`src/rtl/lfsr_gen.sv`:
```
`default_nettype none
// ============================================================================
// Module   : lfsr_gen
// Purpose  : Parametrised Fibonacci LFSR with enable, seed load, zero-state
//            recovery, wrap detection and a thresholded random tick.
// Revision : 1.0 - initial release
// ============================================================================
module lfsr_gen #(
    parameter int              WIDTH = 8,
    parameter logic [WIDTH-1:0] TAPS = 8'h8E,
    parameter logic [WIDTH-1:0] SEED = {{(WIDTH-1){1'b0}}, 1'b1},
    parameter int              STEPS = 1
) (
    input  logic             i_clk,
    input  logic             i_rstn,
    input  logic             i_en,
    input  logic             i_load,
    input  logic [WIDTH-1:0] i_seed,
    input  logic [WIDTH-1:0] i_thresh,
    output logic [WIDTH-1:0] o_lfsr,
    output logic             o_tick,
    output logic             o_wrap,
    output logic             o_lockup
);

    localparam logic [WIDTH-1:0] c_zero = '0;

    logic [WIDTH-1:0] r_lfsr;
    logic [WIDTH-1:0] r_seed;
    logic             r_tick;
    logic             r_wrap;
    logic             r_lockup;

    logic [WIDTH-1:0] w_adv;
    logic [WIDTH-1:0] w_next_lfsr;
    logic [WIDTH-1:0] w_next_seed;
    logic             w_next_tick;
    logic             w_next_wrap;
    logic             w_next_lockup;

    // STEPS single shifts chained combinationally; the loop unrolls at elaboration.
    function automatic logic [WIDTH-1:0] f_advance(input logic [WIDTH-1:0] s);
        logic [WIDTH-1:0] v;
        v = s;
        for (int k = 0; k < STEPS; k++) begin
            v = {v[WIDTH-2:0], ^(v & TAPS)};
        end
        return v;
    endfunction

    assign w_adv = f_advance(r_lfsr);

    always_comb begin
        w_next_lfsr   = r_lfsr;
        w_next_seed   = r_seed;
        w_next_tick   = r_tick;
        w_next_wrap   = 1'b0;
        w_next_lockup = 1'b0;
        if (i_load) begin
            if (i_seed == c_zero) begin
                w_next_lfsr   = SEED;
                w_next_lockup = 1'b1;
            end else begin
                w_next_lfsr = i_seed;
            end
            w_next_seed = w_next_lfsr;
            w_next_tick = (w_next_lfsr < i_thresh);
        end else if (i_en) begin
            // The all-zero state is a fixed point of the shift; recover to SEED.
            if (r_lfsr == c_zero) begin
                w_next_lfsr   = SEED;
                w_next_lockup = 1'b1;
            end else begin
                w_next_lfsr = w_adv;
            end
            w_next_tick = (w_next_lfsr < i_thresh);
            w_next_wrap = (w_next_lfsr == r_seed);
        end
    end

    always_ff @(posedge i_clk or negedge i_rstn) begin
        if (!i_rstn) begin
            r_lfsr   <= SEED;
            r_seed   <= SEED;
            r_tick   <= 1'b0;
            r_wrap   <= 1'b0;
            r_lockup <= 1'b0;
        end else begin
            r_lfsr   <= w_next_lfsr;
            r_seed   <= w_next_seed;
            r_tick   <= w_next_tick;
            r_wrap   <= w_next_wrap;
            r_lockup <= w_next_lockup;
        end
    end

    assign o_lfsr   = r_lfsr;
    assign o_tick   = r_tick;
    assign o_wrap   = r_wrap;
    assign o_lockup = r_lockup;

endmodule
`default_nettype wire

```
`config.mk`:
```
export PLATFORM = sky130hd
export DESIGN_NAME = lfsr_gen
export DESIGN_NICKNAME = d
export VERILOG_FILES = /design/src/rtl/lfsr_gen.sv
export SDC_FILE = /design/constraint.sdc
export NUM_CORES = 1
export LEC_CHECK = 0
export ABC_AREA = 1
export ABC_CLOCK_PERIOD_IN_PS = 2350
export BUFFER_PORTS_ARGS = -buffer_cell sky130_fd_sc_hd__buf_4
export CORE_MARGIN = 8
export CORE_UTILIZATION = 45
export CTS_BUF_LIST = sky130_fd_sc_hd__clkbuf_16
export DETAILED_ROUTE_END_ITERATION = 12
export GPL_ROUTABILITY_DRIVEN = 0
export PLACE_DENSITY = 0.68
export REMOVE_ABC_BUFFERS = 1
export SLEW_MARGIN = 15
export SYNTH_ARGS = -nofsm -noshare
export SYNTH_HDL_FRONTEND = slang
export SYNTH_SLANG_ARGS = --single-unit
```
`constraint.sdc`:
```
create_clock -name i_clk -period 2.35 [get_ports i_clk]
set_input_delay 0.3525 -clock i_clk [delete_from_list [all_inputs] [get_ports i_clk]]
set_output_delay 0.3525 -clock i_clk [all_outputs]
set_load 0.01 [all_outputs]
```
* Word-level counts from Yosys, hierarchy flattened
Index checks and enable logic that the tools add are counted.
** Word-level totals
- Input port bits :: 20
- Output and inout bits :: 11
- Word-level logic and storage cells :: 27
- Bits in registers :: 19
** Cells by class
- Multiplexer cells :: 15
- Reductions and logical operators :: 4
- Equal/unequal tests :: 1
- Order comparisons :: 2
** Operator list (number)
- $mux W8 :: 7
- $logic_not A8 Y1 :: 2
- $lt A8 B8 Y1 :: 2
- $eq A8 B8 Y1 :: 1
- $mux W1 :: 8
- $reduce_xor A8 Y1 :: 1
- $reduce_bool A2 Y1 :: 1

* Longest topological paths before layout
- Depth in word-level cells :: 7
- Mapped depth :: 17
- Depth with buffers taken out :: 17

* Worst setup path before layout
OpenSTA, ideal clock, no wires.
- Path kind :: reg-to-reg
- Start point :: register r_lfsr[2] (netlist: o_lfsr[2])
- End point :: register r_tick (netlist: o_tick)
- Arrival :: 1.703 ns
- Period minus slack after synthesis :: 1.821 ns
- Stages on the path, launching flop included :: 18
- Buffers on the path :: 0
- Path slack :: 0.529 ns
- Library setup time :: 0.118 ns
- Path through :: dfrtp_1 inv_1 ha_1 nand2_1 nor2_2 nand2_4 inv_2 nor2_4 ha_1 nand2_1 inv_1 nand2_1 nand2_1 nand2_1 nand2_1 nand2_1 nand2_1 nand2_1
** On the way
- Word-level cells in the longest chain between the ends :: 7
- Elaborated cells on any way between the ends :: 8
** RTL lines
- from (decl) :: line 28 : logic [WIDTH-1:0] r_lfsr;
- from (signal assigned) :: line 89 : r_lfsr <= w_next_lfsr;
- $reduce_xor A8 Y1 or $logic_not A8 Y1 (tied branches) :: line 46, 70
- $mux W8 * :: line 70 : if (r_lfsr == c_zero) begin
- $mux W8 * :: line 68 : end else if (i_en) begin
- $mux W8 * :: line 59 : if (i_load) begin
- $lt A8 B8 Y1 * :: line 76 : w_next_tick = (w_next_lfsr < i_thresh);
- $mux W1 * :: line 68
- $mux W1 * :: line 59
- to (signal assigned) :: line 91 : r_tick <= w_next_tick;
- to (decl) :: line 30 : logic r_tick;
Mark *: on every way between the ends. The rest lies on a longest branch, timed or not. The select of a mux whose other input is x is not followed.
A chain may end at the register's enable or synchronous reset.

* Final worst setup path
Ends and elaborated chain as after synthesis.

==> results.tsv <==
stage	metric	value	unit
outcome	run status	finished clean	
global_routing	maximum number of pins on one net before global-route repair	20	
yosys	cell count after synthesis	177	
pwr	Leakage Power	0.925	nW
cts	clock latency of the later-clocked register in the worst-skew pair	250	ps
timing	post-route setup TNS	0	ps
setup_path	cells along the critical path	inv_1 -> ha_1 -> nand2_1 -> nor2_2 -> nand2_4 -> inv_2 -> nor2_4 -> ha_1 -> nand2_1 -> inv_1 -> nand2_1 -> nand2_1 -> nand2_1 -> nand2_1 -> nand2_1 -> nand2_1 -> nand2_1	
setup_path	endpoint of the worst register-to-register path	o_tick	
drt	number of vias after detailed routing	1232	
floorplanning	Core Rows	20	
setup_path	Worst Path Class, Setup	reg -> reg	
yosys	Synth area leaders	sky130_fd_sc_hd__dfrtp_1 31%, sky130_fd_sc_hd__ha_1 14%, sky130_fd_sc_hd__nand2_1 13%, sky130_fd_sc_hd__inv_1 6.9%, sky130_fd_sc_hd__dfstp_2 3.9%	
global_routing	overall overflow remaining after global route	0	
cts	CTS Buf Count	3	
floorplanning	# IOs	31	
yosys	number of synthesized flops with an enable pin	0	
yosys	Ys Warns	0	
yosys	netlist area before placement	1350	um2
floorplanning	starting density of the core	45.8	%
yosys	proportion of synthesized chip area in sequential cells	35.3	%
setup_path	Max FO, Critical Path	4	
timing	Min Clock Period, post-route	1930	ps
timing	final-report hold violation count	0	
yosys	portion of synthesized cell area occupied by the leading cell type	31.4	%
place	minimum setup slack after placement	437	ps
floorplanning	Core ar.	2950	um2
drt	remaining routing DRC violations	0	
min_path	classification of the worst-slack hold path	in -> reg	
timing	maximum frequency from static timing analysis	0.517	GHz
cts	root buf cell	sky130_fd_sc_hd__clkbuf_16	
timing	Setup violations, final	0	
min_path	Worst Hold Path Cells	3	
pwr	power per unit of standard cell area	614	nW/um2
drt	post-DR vias/cell	5.22	
setup_path	CP Data Arrival Time	2080	ps
setup_path	Slowest Stage Delay on Critical Path	380	ps
drt	Routed wire per std cell	14.4	um
drt	DR iter-0 viols	51	
place	DP HPWL	2.75	mm
cts	number of buffers on the longest clock path	2	
layout	area growth from synthesis to final layout	22.9	%
timing	Min Hold Slack	349	ps
cts	clock transition at the register clock pins on the worst setup and hold paths after CTS	50	ps
timing	total count of max-transition violations in the final report	0	
layout	total inserted antenna cells	0	
setup_path	crit start category	flip-flop	
floorplanning	y dimension of the die	70.9	um
layout	post-layout utilization of the core	56.4	%
setup_path	element type at the critical path end	flip-flop	
setup_path	slack of the worst reg-to-reg path	420	ps
pwr	Max IR drop VDD	545	uV
min_path	endpoint of the worst hold-timing path	o_lfsr[3]	
timing	slack of the critical path	416	ps
timing	unrepaired setup endpoints after global routing	false	
cts	number of sinks handled by clock tree synthesis	19	
drt	antenna-violating nets left	0	
setup_path	endpoint required time on the critical path	2490	ps
drt	total wire length after detailed routing	3.41	mm
min_path	origin of the worst min-delay path	i_seed[3]	
timing	worst slew slack as a fraction of its limit	72.7	%
setup_path	Critical R2R Launch	o_lfsr[2]	
setup_path	CP dominant cell by count	sky130_fd_sc_hd__nand2_1	
job	number of maximum-capacitance violations	0	
place	port buffer count	30	
layout	number of nets at the end of the flow	239	
drt	Pre-antenna DRT Iters	4	
yosys	top_reg_cell synth	sky130_fd_sc_hd__dfrtp_1	
global_routing	number of global-route vias before repair	1316	
yosys	number of synthesized register bits	19	
yosys	Synth area leader	sky130_fd_sc_hd__dfrtp_1	
timing	Clock Skew	4.09	ps
global_routing	wire length of the first global-routing pass	5.97	mm
yosys	mean post-synth cell area	7.65	um2
global_routing	initial antenna violation count	0	
yosys	count of unique library cells instantiated by Yosys	28	
floorplanning	die area	5020	um2
cts	CTS tree	done	
cts	H-tree depth	1	
layout	filler instances	274	
setup_path	worst reg2reg path depth	17	
global_routing	total global routing track utilization	14.8	%
layout	ratio of cells with drive above 1 in the final layout	25.1	%
timing	worst slew pin tran	399	ps
yosys	share of async-settable or async-resettable flops after synthesis	100	%
floorplanning	width of the die	70.9	um
setup_path	CP max stage cell	sky130_fd_sc_hd__dfrtp_1	
timing	final clock period utilization by the worst path	82.3	%
[report_power, final]
part,total (mW),leakage (nW),internal (mW),switching [mW]
Clock,0.349,0.0409,0.228,0.121
Combinational,0.281,0.653,0.120,0.161
Sequential,0.392,0.231,0.361,0.0304
[critical path: cells and delay by family, from the launching register on]
kind	cells	cell delay (ps)
DFF	1	380
and+or+nand+nor	12	740
buffers and inverters	3	250
adders and majority gates	2	450
[stage by stage]
step	total power [mW]	cells	instance area, um2
6_report	1.02	236	1660
5_1_grt	1.09	236	1660
4_1_cts	1.04	236	1660
3_5_place_dp	0.676	231	1570
3_3_place_gp	0.668	231	1570
2_1_floorplan	0.559	168	1310
[kinds of logic (layout without fill, tap and decap cells)]
family	Yosys count	after routing	synth area share, %
AO/OA/AOI/OAI	27	27	13.3
flip-flops	19	19	35.3
adder cells (fa/ha/maj)	15	15	13.9
AND/OR/NAND/NOR	72	72	23.7
XOR/XNOR	2	2	1.29
buffers and inverters	42	68	12.6
[worst max-delay path by stage]
stage / from / to / slack (ps) / cells after the start
global route: o_lfsr[2] / o_tick / 230 / 17
CTS: o_lfsr[2] / o_tick / 400 / 17
global placement: o_lfsr[2] / o_tick / 500 / 17
floorplan: o_lfsr[2] / o_tick / 530 / 17
finish: o_lfsr[2] / o_tick / 420 / 17
detailed placement: o_lfsr[2] / o_tick / 440 / 17
[cells in the mapped netlist (all sizes together), types with 3 or more instances]
library cell,count
nand2,49
inv,32
dfrtp,17
ha,15
nor2,14
clkbuf,7
a21oi,6
nand3,6
o21ai,6
o221ai,6
o211ai,3
o22ai,3
[layout make-up]
class	count	area (um2)	area share, %
clock buffers	3	75.1	4.51
clock inverters	1	5.00	0.301
inverters	33	124	7.44
multi-input cells	116	706	42.4
flip-flops and latches	19	478	28.7
well taps	33	41.3	2.48
repair buffers	31	235	14.1
[sequential cells by signal (all words and copies together) (netlist names)]
signal    flops
o_lockup      1
o_lfsr        8
o_wrap        1
r_seed        8
o_tick        1
[timing repair]
action                                  4_1_cts  5_1_grt
endpoints found under the setup margin        0        0
hold endpoints to repair                     17        0
setup buffers                                 0        0
resized for setup                             0        0
hold buffers                                  1        0
[cells in the final DEF (no fill, tap or decap), drive strengths merged, types with 3 or more instances in the layout]
cell and count:
nand2 49, inv 32, buf 30, dfrtp 17
ha 15, nor2 14, a21oi 6, o21ai 6
o221ai 6, nand3 6, o22ai 3, o211ai 3
clkbuf 3
[metal layers]
layer  wire [um]  global-route usage (%)  vias to the layer above
li1            -                       -                      623
met1        1490                    17.0                      567
met2        1640                    24.0                       33
met3         201                    4.94                        9
met4          78                    7.39                        0
met5           0                       0                        -
No activity file was read; power rests on OpenSTA's default activity.
